==> src/rtl/nr_div_pkg.sv <==
// rtl/nr_div_pkg.sv - shared constants, id type and state encoding for the division-core arbiter
package nr_div_pkg;

    localparam int DEF_N     = 4096;
    localparam int DEF_M     = 2048;
    localparam int DEF_BLOCK = 128;
    localparam int DEF_NREQ  = 4;

    // Beats per job at the default geometry
    localparam int IN_BEATS  = DEF_N / DEF_BLOCK;
    localparam int OUT_BEATS = (DEF_N - DEF_M) / DEF_BLOCK;

    typedef logic [$clog2(DEF_NREQ)-1:0] id_t;

    localparam logic [2:0] S_IDLE    = 3'd0;
    localparam logic [2:0] S_GRANT   = 3'd1;
    localparam logic [2:0] S_LOAD    = 3'd2;
    localparam logic [2:0] S_WAIT    = 3'd3;
    localparam logic [2:0] S_DRAIN   = 3'd4;
    localparam logic [2:0] S_RELEASE = 3'd5;

endpackage

==> src/rtl/rr_pick.sv <==
// rtl/rr_pick.sv - combinational round-robin first-set finder starting at ptr
module rr_pick #(
    parameter int NREQ = 4,
    parameter int IDW  = 2
) (
    input  logic [NREQ-1:0] req,
    input  logic [IDW-1:0]  ptr,
    output logic [IDW-1:0]  id,
    output logic            any
);

    logic [IDW-1:0] idx;

    // Walk from the farthest slot back to ptr so the nearest set bit wins
    always_comb begin
        id  = '0;
        any = 1'b0;
        idx = '0;
        for (int k = NREQ - 1; k >= 0; k--) begin
            idx = IDW'((int'(ptr) + k) % NREQ);
            if (req[idx]) begin
                id  = idx;
                any = 1'b1;
            end
        end
    end

endmodule

==> src/rtl/nr_div_arbiter.sv <==
// rtl/nr_div_arbiter.sv - round-robin arbiter sharing one long-division core; optional watchdog via NR_DIV_ARB_TIMEOUT_EN
module nr_div_arbiter
    import nr_div_pkg::*;
#(
    parameter int N       = DEF_N,
    parameter int M       = DEF_M,
    parameter int BLOCK   = DEF_BLOCK,
    parameter int NREQ    = DEF_NREQ,
    parameter int IDW     = $clog2(NREQ),
    parameter int TIMEOUT = 65535
) (
    input  logic                  clk,
    input  logic                  rst,
    input  logic [NREQ-1:0]       req,
    output logic [NREQ-1:0]       gnt,
    input  logic [NREQ*BLOCK-1:0] din_dividend,
    input  logic [NREQ*BLOCK-1:0] din_divisor,
    input  logic [NREQ-1:0]       din_vld,
    output logic                  div_valid_in,
    output logic                  div_data_vld_in,
    output logic [BLOCK-1:0]      div_dividend,
    output logic [BLOCK-1:0]      div_divisor,
    input  logic [BLOCK-1:0]      div_quotient,
    input  logic                  div_data_vld_out,
    output logic [BLOCK-1:0]      rsp_quotient,
    output logic                  rsp_vld,
    output logic [IDW-1:0]        rsp_id,
    output logic                  rsp_done,
    output logic                  rsp_err
`ifdef NR_DIV_ARB_TIMEOUT_EN
    ,
    output logic                  div_abort
`endif
);

    localparam int IN_B  = N / BLOCK;
    localparam int OUT_B = (N - M) / BLOCK;
    localparam int ICW   = $clog2(IN_B) + 2;
    localparam int OCW   = $clog2(OUT_B) + 1;

    logic [2:0]       state_q, state_d;
    logic [IDW-1:0]   owner_q, owner_d;
    logic [IDW-1:0]   ptr_q, ptr_d;
    logic [ICW-1:0]   icnt_q, icnt_d;
    logic [OCW-1:0]   ocnt_q, ocnt_d;
    logic             err_q, err_d;
    logic [BLOCK-1:0] rsp_quotient_q, rsp_quotient_d;
    logic             rsp_vld_q, rsp_vld_d;
    logic [IDW-1:0]   rsp_id_q, rsp_id_d;
    logic             rsp_done_q, rsp_done_d;
    logic             rsp_err_q, rsp_err_d;
`ifdef NR_DIV_ARB_TIMEOUT_EN
    logic [15:0]      wd_q, wd_d;
    logic             div_abort_q, div_abort_d;
`endif

    logic [IDW-1:0]   pick_id;
    logic             pick_any;
    logic             own_vld;
    logic             active;
    logic             loading;

    rr_pick #(.NREQ(NREQ), .IDW(IDW)) u_pick (
        .req (req),
        .ptr (ptr_q),
        .id  (pick_id),
        .any (pick_any)
    );

    assign own_vld = din_vld[owner_q];
    assign active  = (state_q == S_GRANT) || (state_q == S_LOAD) ||
                     (state_q == S_WAIT)  || (state_q == S_DRAIN);
    assign loading = (state_q == S_LOAD);

    // Grant and load path are pure decodes of the owner so beats pass through with zero latency
    assign gnt             = active ? (NREQ'(1) << owner_q) : '0;
    assign div_valid_in    = (state_q == S_GRANT);
    assign div_data_vld_in = loading & own_vld;
    assign div_dividend    = loading ? din_dividend[int'(owner_q)*BLOCK +: BLOCK] : '0;
    assign div_divisor     = loading ? din_divisor[int'(owner_q)*BLOCK +: BLOCK]  : '0;

    assign rsp_quotient = rsp_quotient_q;
    assign rsp_vld      = rsp_vld_q;
    assign rsp_id       = rsp_id_q;
    assign rsp_done     = rsp_done_q;
    assign rsp_err      = rsp_err_q;
`ifdef NR_DIV_ARB_TIMEOUT_EN
    assign div_abort    = div_abort_q;
`endif

    // Job sequencing: pick, start core, count load beats, register quotient beats, release
    always_comb begin
        state_d        = state_q;
        owner_d        = owner_q;
        ptr_d          = ptr_q;
        icnt_d         = icnt_q;
        ocnt_d         = ocnt_q;
        err_d          = err_q;
        rsp_quotient_d = rsp_quotient_q;
        rsp_id_d       = rsp_id_q;
        rsp_vld_d      = 1'b0;
        rsp_done_d     = 1'b0;
        rsp_err_d      = 1'b0;
`ifdef NR_DIV_ARB_TIMEOUT_EN
        wd_d           = wd_q;
        div_abort_d    = 1'b0;
`endif
        case (state_q)
            S_IDLE: begin
                if (pick_any) begin
                    owner_d = pick_id;
                    state_d = S_GRANT;
                end
            end
            S_GRANT: state_d = S_LOAD;
            S_LOAD: begin
                if (own_vld) begin
                    // Extra beats are still forwarded but flag the job
                    if (icnt_q != {ICW{1'b1}}) icnt_d = icnt_q + 1'b1;
                    if (icnt_q >= ICW'(IN_B)) err_d = 1'b1;
                end else begin
                    if (icnt_q < ICW'(IN_B)) err_d = 1'b1;
                    state_d = S_WAIT;
                end
            end
            S_WAIT, S_DRAIN: begin
                if (div_data_vld_out) begin
                    rsp_quotient_d = div_quotient;
                    rsp_vld_d      = 1'b1;
                    rsp_id_d       = owner_q;
                    ocnt_d         = ocnt_q + 1'b1;
                    state_d        = S_DRAIN;
`ifdef NR_DIV_ARB_TIMEOUT_EN
                    wd_d           = '0;
`endif
                    if (ocnt_q == OCW'(OUT_B - 1)) begin
                        rsp_done_d = 1'b1;
                        rsp_err_d  = err_q;
                        state_d    = S_RELEASE;
                    end
                end
`ifdef NR_DIV_ARB_TIMEOUT_EN
                else if (wd_q == 16'(TIMEOUT - 1)) begin
                    rsp_done_d  = 1'b1;
                    rsp_err_d   = 1'b1;
                    rsp_id_d    = owner_q;
                    div_abort_d = 1'b1;
                    state_d     = S_RELEASE;
                end else begin
                    wd_d = wd_q + 16'd1;
                end
`endif
            end
            S_RELEASE: begin
                ptr_d   = (int'(owner_q) == NREQ - 1) ? '0 : owner_q + IDW'(1);
                icnt_d  = '0;
                ocnt_d  = '0;
                err_d   = 1'b0;
`ifdef NR_DIV_ARB_TIMEOUT_EN
                wd_d    = '0;
`endif
                state_d = S_IDLE;
            end
            default: state_d = S_IDLE;
        endcase
    end

    // State and response registers with synchronous reset
    always_ff @(posedge clk) begin
        if (rst) begin
            state_q        <= S_IDLE;
            owner_q        <= '0;
            ptr_q          <= '0;
            icnt_q         <= '0;
            ocnt_q         <= '0;
            err_q          <= 1'b0;
            rsp_quotient_q <= '0;
            rsp_vld_q      <= 1'b0;
            rsp_id_q       <= '0;
            rsp_done_q     <= 1'b0;
            rsp_err_q      <= 1'b0;
`ifdef NR_DIV_ARB_TIMEOUT_EN
            wd_q           <= '0;
            div_abort_q    <= 1'b0;
`endif
        end else begin
            state_q        <= state_d;
            owner_q        <= owner_d;
            ptr_q          <= ptr_d;
            icnt_q         <= icnt_d;
            ocnt_q         <= ocnt_d;
            err_q          <= err_d;
            rsp_quotient_q <= rsp_quotient_d;
            rsp_vld_q      <= rsp_vld_d;
            rsp_id_q       <= rsp_id_d;
            rsp_done_q     <= rsp_done_d;
            rsp_err_q      <= rsp_err_d;
`ifdef NR_DIV_ARB_TIMEOUT_EN
            wd_q           <= wd_d;
            div_abort_q    <= div_abort_d;
`endif
        end
    end

endmodule

==> config.mk <==
export PLATFORM = sky130hd
export DESIGN_NAME = nr_div_arbiter
export DESIGN_NICKNAME = d
export VERILOG_FILES = /design/src/rtl/nr_div_pkg.sv /design/src/rtl/rr_pick.sv /design/src/rtl/nr_div_arbiter.sv
export SDC_FILE = /design/constraint.sdc
export NUM_CORES = 1
export LEC_CHECK = 0
export CAP_MARGIN = 20
export CORE_AREA = 2 2 602 604
export CTS_CLUSTER_DIAMETER = 30
export CTS_CLUSTER_SIZE = 28
export DETAILED_ROUTE_END_ITERATION = 8
export DIE_AREA = 0 0 604 606
export GPL_TIMING_DRIVEN = 1
export PLACE_DENSITY_LB_ADDON = 0.15
export SYNTH_ARGS = -nofsm -noshare
export SYNTH_HDL_FRONTEND = slang
export SYNTH_SLANG_ARGS = --single-unit
==> constraint.sdc <==
create_clock -name clk -period 2.29 [get_ports clk]
set_input_delay 0.229 -clock clk [delete_from_list [all_inputs] [get_ports clk]]
set_output_delay 0.229 -clock clk [all_outputs]
set_load 0.005 [all_outputs]
* Word-level counts from Yosys, hierarchy flattened *
Index checks and enable logic that the tools add are counted.

word-level totals
  register bits = 153
  output and inout bits = 395
  word-level logic and storage cells = 100

cells by class
  add/sub/neg operators = 6
  $lt $le $gt $ge = 7
  eq/ne operators = 15
  shifts and indexed selects = 3
  mux-type cells = 38
  bitwise operators = 4
  reduce and logical (&&, ||, !) cells = 16

operators by type and width
  kind                                                                          count
  512-bit by 10-bit variable part select with 128-bit output                    2
  128-bit two-way mux                                                           2
  2-bit by 3-bit less-than comparator with 1-bit output, second input constant  5
  1-bit two-way mux                                                             15
  7-bit two-way mux                                                             2
  7-bit case mux with 2 select lines                                            1
  3-bit case mux with 4 select lines                                            1
  1-bit binary-select mux with 2-bit select                                     5
  2-bit two-way mux                                                             5
  5-bit case mux with 2 select lines                                            1
  3-bit two-way mux                                                             3
  3-bit AND reduction                                                           3
  2-bit != test, second input constant                                          4
  7-bit by 1-bit adder with 7-bit output, second input constant                 1
  7-bit by 6-bit >= comparator with 1-bit output, second input constant         1
  7-bit by 6-bit less-than comparator with 1-bit output, second input constant  1
  7-bit != test, second input constant                                          1
  3-bit by 2-bit == test with 1-bit output, second input constant               2
  3-bit == test, second input constant                                          2
  3-bit by 2-bit != test with 1-bit output, second input constant               2
  2-bit AND reduction                                                           3
  5-bit by 1-bit adder with 5-bit output, second input constant                 1
  5-bit by 4-bit == test with 1-bit output, second input constant               1
  5-bit two-way mux                                                             1
  16 further kinds                                                              24

* Depth between registers and ports, before layout *
  depth after elaboration = 9
  mapped depth = 8

* Cells and area by module *
A second synthesis with hierarchy kept.

second synthesis, totals
  cells, all modules = 1310
  area total of the unflattened synthesis = 13372.8 µm²

by module, submodules not included
  module          instances  cells each  area an instance (µm²)  seq. area each (µm²)
  nr_div_arbiter  1          1297        13295.3                 3062.9
  rr_pick         1          13          77.6                    0.0

* Worst setup path before layout *
Ideal clock, no wire load.

  path kind = register to output
  from = register owner_q[0]
  to = output div_dividend[100]
  arrival time = 1.767 ns
  setup slack = 0.294 ns
  stages on the path, launching flop included = 6
  buffers on the path = 3
  cell sequence = dfxtp_1 buf_2 clkbuf_1 buf_2 mux4_2 nor2b_1

on the way
  longest elaborated chain between the ends = 2

RTL lines
  what                                                        RTL line               source
  start, declared                                             nr_div_arbiter.sv:42   logic [IDW-1:0] owner_q, owner_d;
  start signal, assigned                                      nr_div_arbiter.sv:188  owner_q <= owner_d;
  512-bit by 10-bit variable part select with 128-bit output  nr_div_arbiter.sv:79   assign div_dividend = loading ? din_dividend[int'(owner_q)*BLOCK +: BLOCK] : '0;
  128-bit two-way mux                                         nr_div_arbiter.sv:79
  end, declared                                               nr_div_arbiter.sv:21   output logic [BLOCK-1:0] div_dividend,

No other way between the ends.

* Worst setup path after layout *
  from = register owner_q[0]
  to = output div_divisor[5]

on the way
  longest elaborated chain between the ends = 2

RTL lines
  what                                                        RTL line              source
  512-bit by 10-bit variable part select with 128-bit output  nr_div_arbiter.sv:80  assign div_divisor = loading ? din_divisor[int'(owner_q)*BLOCK +: BLOCK] : '0;
  128-bit two-way mux                                         nr_div_arbiter.sv:80
  end, declared                                               nr_div_arbiter.sv:22  output logic [BLOCK-1:0] div_divisor,

No other way between the ends.

==> qor.yml <==
route:
  drt-pass1-iter-count: 5
  post-route-drc-count: 0
  routed_via_density: 2.53
  drtIter0Drc: 1107
  wire_per_inst_um: 32.0
  detailroute.via_count: 20000
  post_detailed_routing_wire_length_um: 253000
  postRouteAntennaNets: 0
finish:
  seqCellArea_sq_mm: 0.00307
  finalCoreUtilization_pct: 11.7
  design.final.nets: 4257
  layout-drive-gt1-share_pct: 35.7
  area_growth_pct: 212
  post_route_insts_no_fill: 7918
  multiInputGateArea_sq_mm: 0.0115
  final.fill_count: 41100
power:
  static_leakage_nw: 14.0
  powerDensity_mw_per_mm2: 369
  largest_vdd_supply_drop_uv: 371
critical_path:
  crit_type: "reg -> out"
  critical_path.max_fanout: 8
  worst_path_most_repeated_cell: "sky130_fd_sc_hd__buf_12"
  crit_path_cell_trace: "buf_12 -> buf_16 -> buf_12 -> buf_12 -> mux4_2 -> nor2b_4 -> buf_12"
  timing.critical_path.from: "owner_q[0]"
  timing.critical_path.required_ns: 2.06
  reg2regPathDepth: 10
  timing.critical_path.slowest_stage_cell: "sky130_fd_sc_hd__mux4_2"
  critical-path-max-stage-delay_ns: 0.57
  critPathCaptureType: "output port"
  worst_r2r_startpoint: "owner_q[0]"
  start_kind: "register"
  critical_path_arrival_ns: 2.49
outcome:
  failing_checks: "negative setup slack"
  outcome: "finished, violations left"
synth:
  yosys_register_bits: 153
  asyncSetResetFlopFracSynth_pct: 0
  synth_largest_area_cell: "sky130_fd_sc_hd__mux4_2"
  synth_sequential_area_ratio_pct: 22.8
  synth_cells: 1317
  yosys-top-cells-area: "sky130_fd_sc_hd__mux4_2 43%, sky130_fd_sc_hd__dfxtp_1 23%, sky130_fd_sc_hd__nor2b_1 12%, sky130_fd_sc_hd__nand2_1 7.5%, sky130_fd_sc_hd__a21oi_1 5.4%"
  synth_nets: 2487
  post_synth.cell_area_avg_sq_um: 10.2
  post_synth_num_cell_types: 46
  most_used_standard_cell_by_instance_count_after_synthesis: "sky130_fd_sc_hd__nand2_1"
  synth_top_area_share_pct: 43.1
  ys_dominant_reg_cell: "sky130_fd_sc_hd__dfxtp_1"
  synth_commonest_cells: "269 x sky130_fd_sc_hd__nand2_1, 258 x sky130_fd_sc_hd__nor2b_1, 257 x sky130_fd_sc_hd__mux4_2"
  netlist_area_sq_mm: 0.0134
  yosysWarningCount: 0
  synth_edf_count: 0
clocking:
  cts_root_buf: "sky130_fd_sc_hd__clkbuf_16"
  clk_pin_slew_worst_paths_ns: 0.08
  clkLatencyLatePin_ns: 0.54
  cts.hold.buffers_added: 0
  tritoncts_clock_tree: "built"
  clock_tree.htree_level_count: 4
  tritoncts.num_buffers: 25
  cts_num_sinks: 153
  ctsLongestPathBuffers: 3
timing:
  final-setup-viol-count: 263
  maxSlewHeadroom_pct: 56.6
  setup_slack_ns: -0.429
  period_needed_ns: 2.72
  grt_setup_unrepaired: "yes"
  report.final.hold_viol_count: 0
  worst_hold_slack_ns: 0.131
  setup_skew_ns: 0.0363
  timing_worst_slew_pin_value_ns: 0.651
  maxClockFrequency_ghz: 0.368
  finalMaxSlewViolations: 0
  final.period_utilization_pct: 119
floorplan:
  dieArea_sq_mm: 0.366
  placement_rows: 221
  die_h_um: 606
  coreArea_sq_mm: 0.360
  die_x_um: 604
  floorplan.initialDensity_pct: 3.73
  ios: 1558
global_route:
  grt_antenna_before_repair: 179
  grt-ovfl-total: 0
  groute.usage.overall_pct: 13.0
  grt_max_degree: 85
  grt_pass1_wl_um: 293000
  via_count_of_the_first_global_routing_pass: 20600
worst_hold_path:
  min-delay-path-class: "in -> reg"
  min_from: "rst"
  worst_hold_path.num_cells: 2
place:
  io_buffer_count: 1557
  dp_cells: 7668
  dp.final_hpwl_um: 223000
  place_congestion: 0.856
run:
  maxCapViolCount: 0
[area by class of cell]
class                      instances  share of cell area (%)
antenna                           31                   0.185
sequential                       153                    7.32
timing repair buffer            1880                    49.1
multi-input combinational       1017                    27.4
tap                             4794                    14.3
clock buffer                      29                    1.57
inverter                          10                   0.107
clock inverter                     4                  0.0626
[kinds of logic after synthesis]
family	synth area share, %
AOI/OAI and AO/OA	6.75
xor gates and xnor gates	0.196
adders and majority gates	0.652
buffers and inverters	4.48
DFF	22.8
muxes	43.4
and+or+nand+nor	21.8
[routing by layer]
| metal | GRT usage [%] | share of wire (%) | wire (um) | up-vias |
|---|---|---|---|---|
| li1 | - | - | - | 8440 |
| met1 | 14.0 | 37 | 93400 | 10000 |
| met2 | 23.5 | 50 | 128000 | 1146 |
| met3 | 5.86 | 11 | 27400 | 330 |
| met4 | 1.72 | 1.6 | 4140 | 84 |
| met5 | 0 | 0.21 | 540 | - |
[what timing repair did]
item	CTS	global route
cloned	14	16
endpoints found under the setup margin	265	269
setup buffers	98	128
resized for setup	693	650
pin swaps	3	6
[layout by cell type (no fill, tap or decap), types with 4 or more instances in the layout]
master / instances
sky130_fd_sc_hd__o21ai_0: 4
sky130_fd_sc_hd__buf_4: 101
sky130_fd_sc_hd__nor2b_1: 44
sky130_fd_sc_hd__nor2_1: 14
sky130_fd_sc_hd__dlymetal6s2s_1: 9
sky130_fd_sc_hd__buf_16: 19
sky130_fd_sc_hd__diode_2: 31
sky130_fd_sc_hd__buf_2: 28
sky130_fd_sc_hd__clkdlybuf4s50_1: 1294
sky130_fd_sc_hd__buf_12: 138
sky130_fd_sc_hd__buf_6: 222
sky130_fd_sc_hd__buf_8: 30
sky130_fd_sc_hd__nor2b_4: 211
sky130_fd_sc_hd__nand2_1: 269
sky130_fd_sc_hd__dfxtp_1: 150
sky130_fd_sc_hd__inv_1: 9
sky130_fd_sc_hd__and2_4: 4
sky130_fd_sc_hd__mux4_2: 257
sky130_fd_sc_hd__a21oi_1: 142
sky130_fd_sc_hd__clkbuf_16: 36
sky130_fd_sc_hd__clkbuf_2: 26
[state kept, by name, indices dropped and copies added (netlist names), 2 cells and up]
register / cells
rsp_quotient: 128
icnt_q: 7
ocnt_q: 5
state_q: 3
owner_q: 2
ptr_q: 2
rsp_id: 2
[power by group]
group | internal [mW] | total (mW) | switching [mW]
clock network | 2.03 | 3.52 | 1.49
logic | 5.30 | 9.17 | 3.87
registers | 2.74 | 2.80 | 0.0546
total | 10.1 | 15.5 | 5.42
[worst max-delay path, delay by kind of cell (launching register included)]
family                 cells  cell delay, ns
AND/OR/NAND/NOR            1            0.17
flip-flops                 1            0.42
buffers and inverters      5            0.72
multiplexers               1            0.57
[path summary, 6_finish.rpt]
| path | slack (ns) | end |
|---|---|---|
| worst min-delay path | 0.13 | rsp_done |
| worst max register to register | -0.08 | icnt_q[3] |
| worst max-delay path | -0.43 | div_divisor[5] |
| worst min register to register | 0.45 | rsp_quotient[44] |
[through the flow]
stage	worst slack (ns)	TNS [ns]	area (sq um)	total power, mW
after floorplan	0.294	0	13400	4.80
after global placement	-0.120	-2.84	36700	10.4
after detailed placement	-0.130	-3.28	36700	10.4
after CTS	-0.632	-121.72	39600	15.0
after global routing	-0.505	-93.02	41900	16.3
final	-0.429	-67.94	42000	15.5
Power figures use the tool's default switching activity.
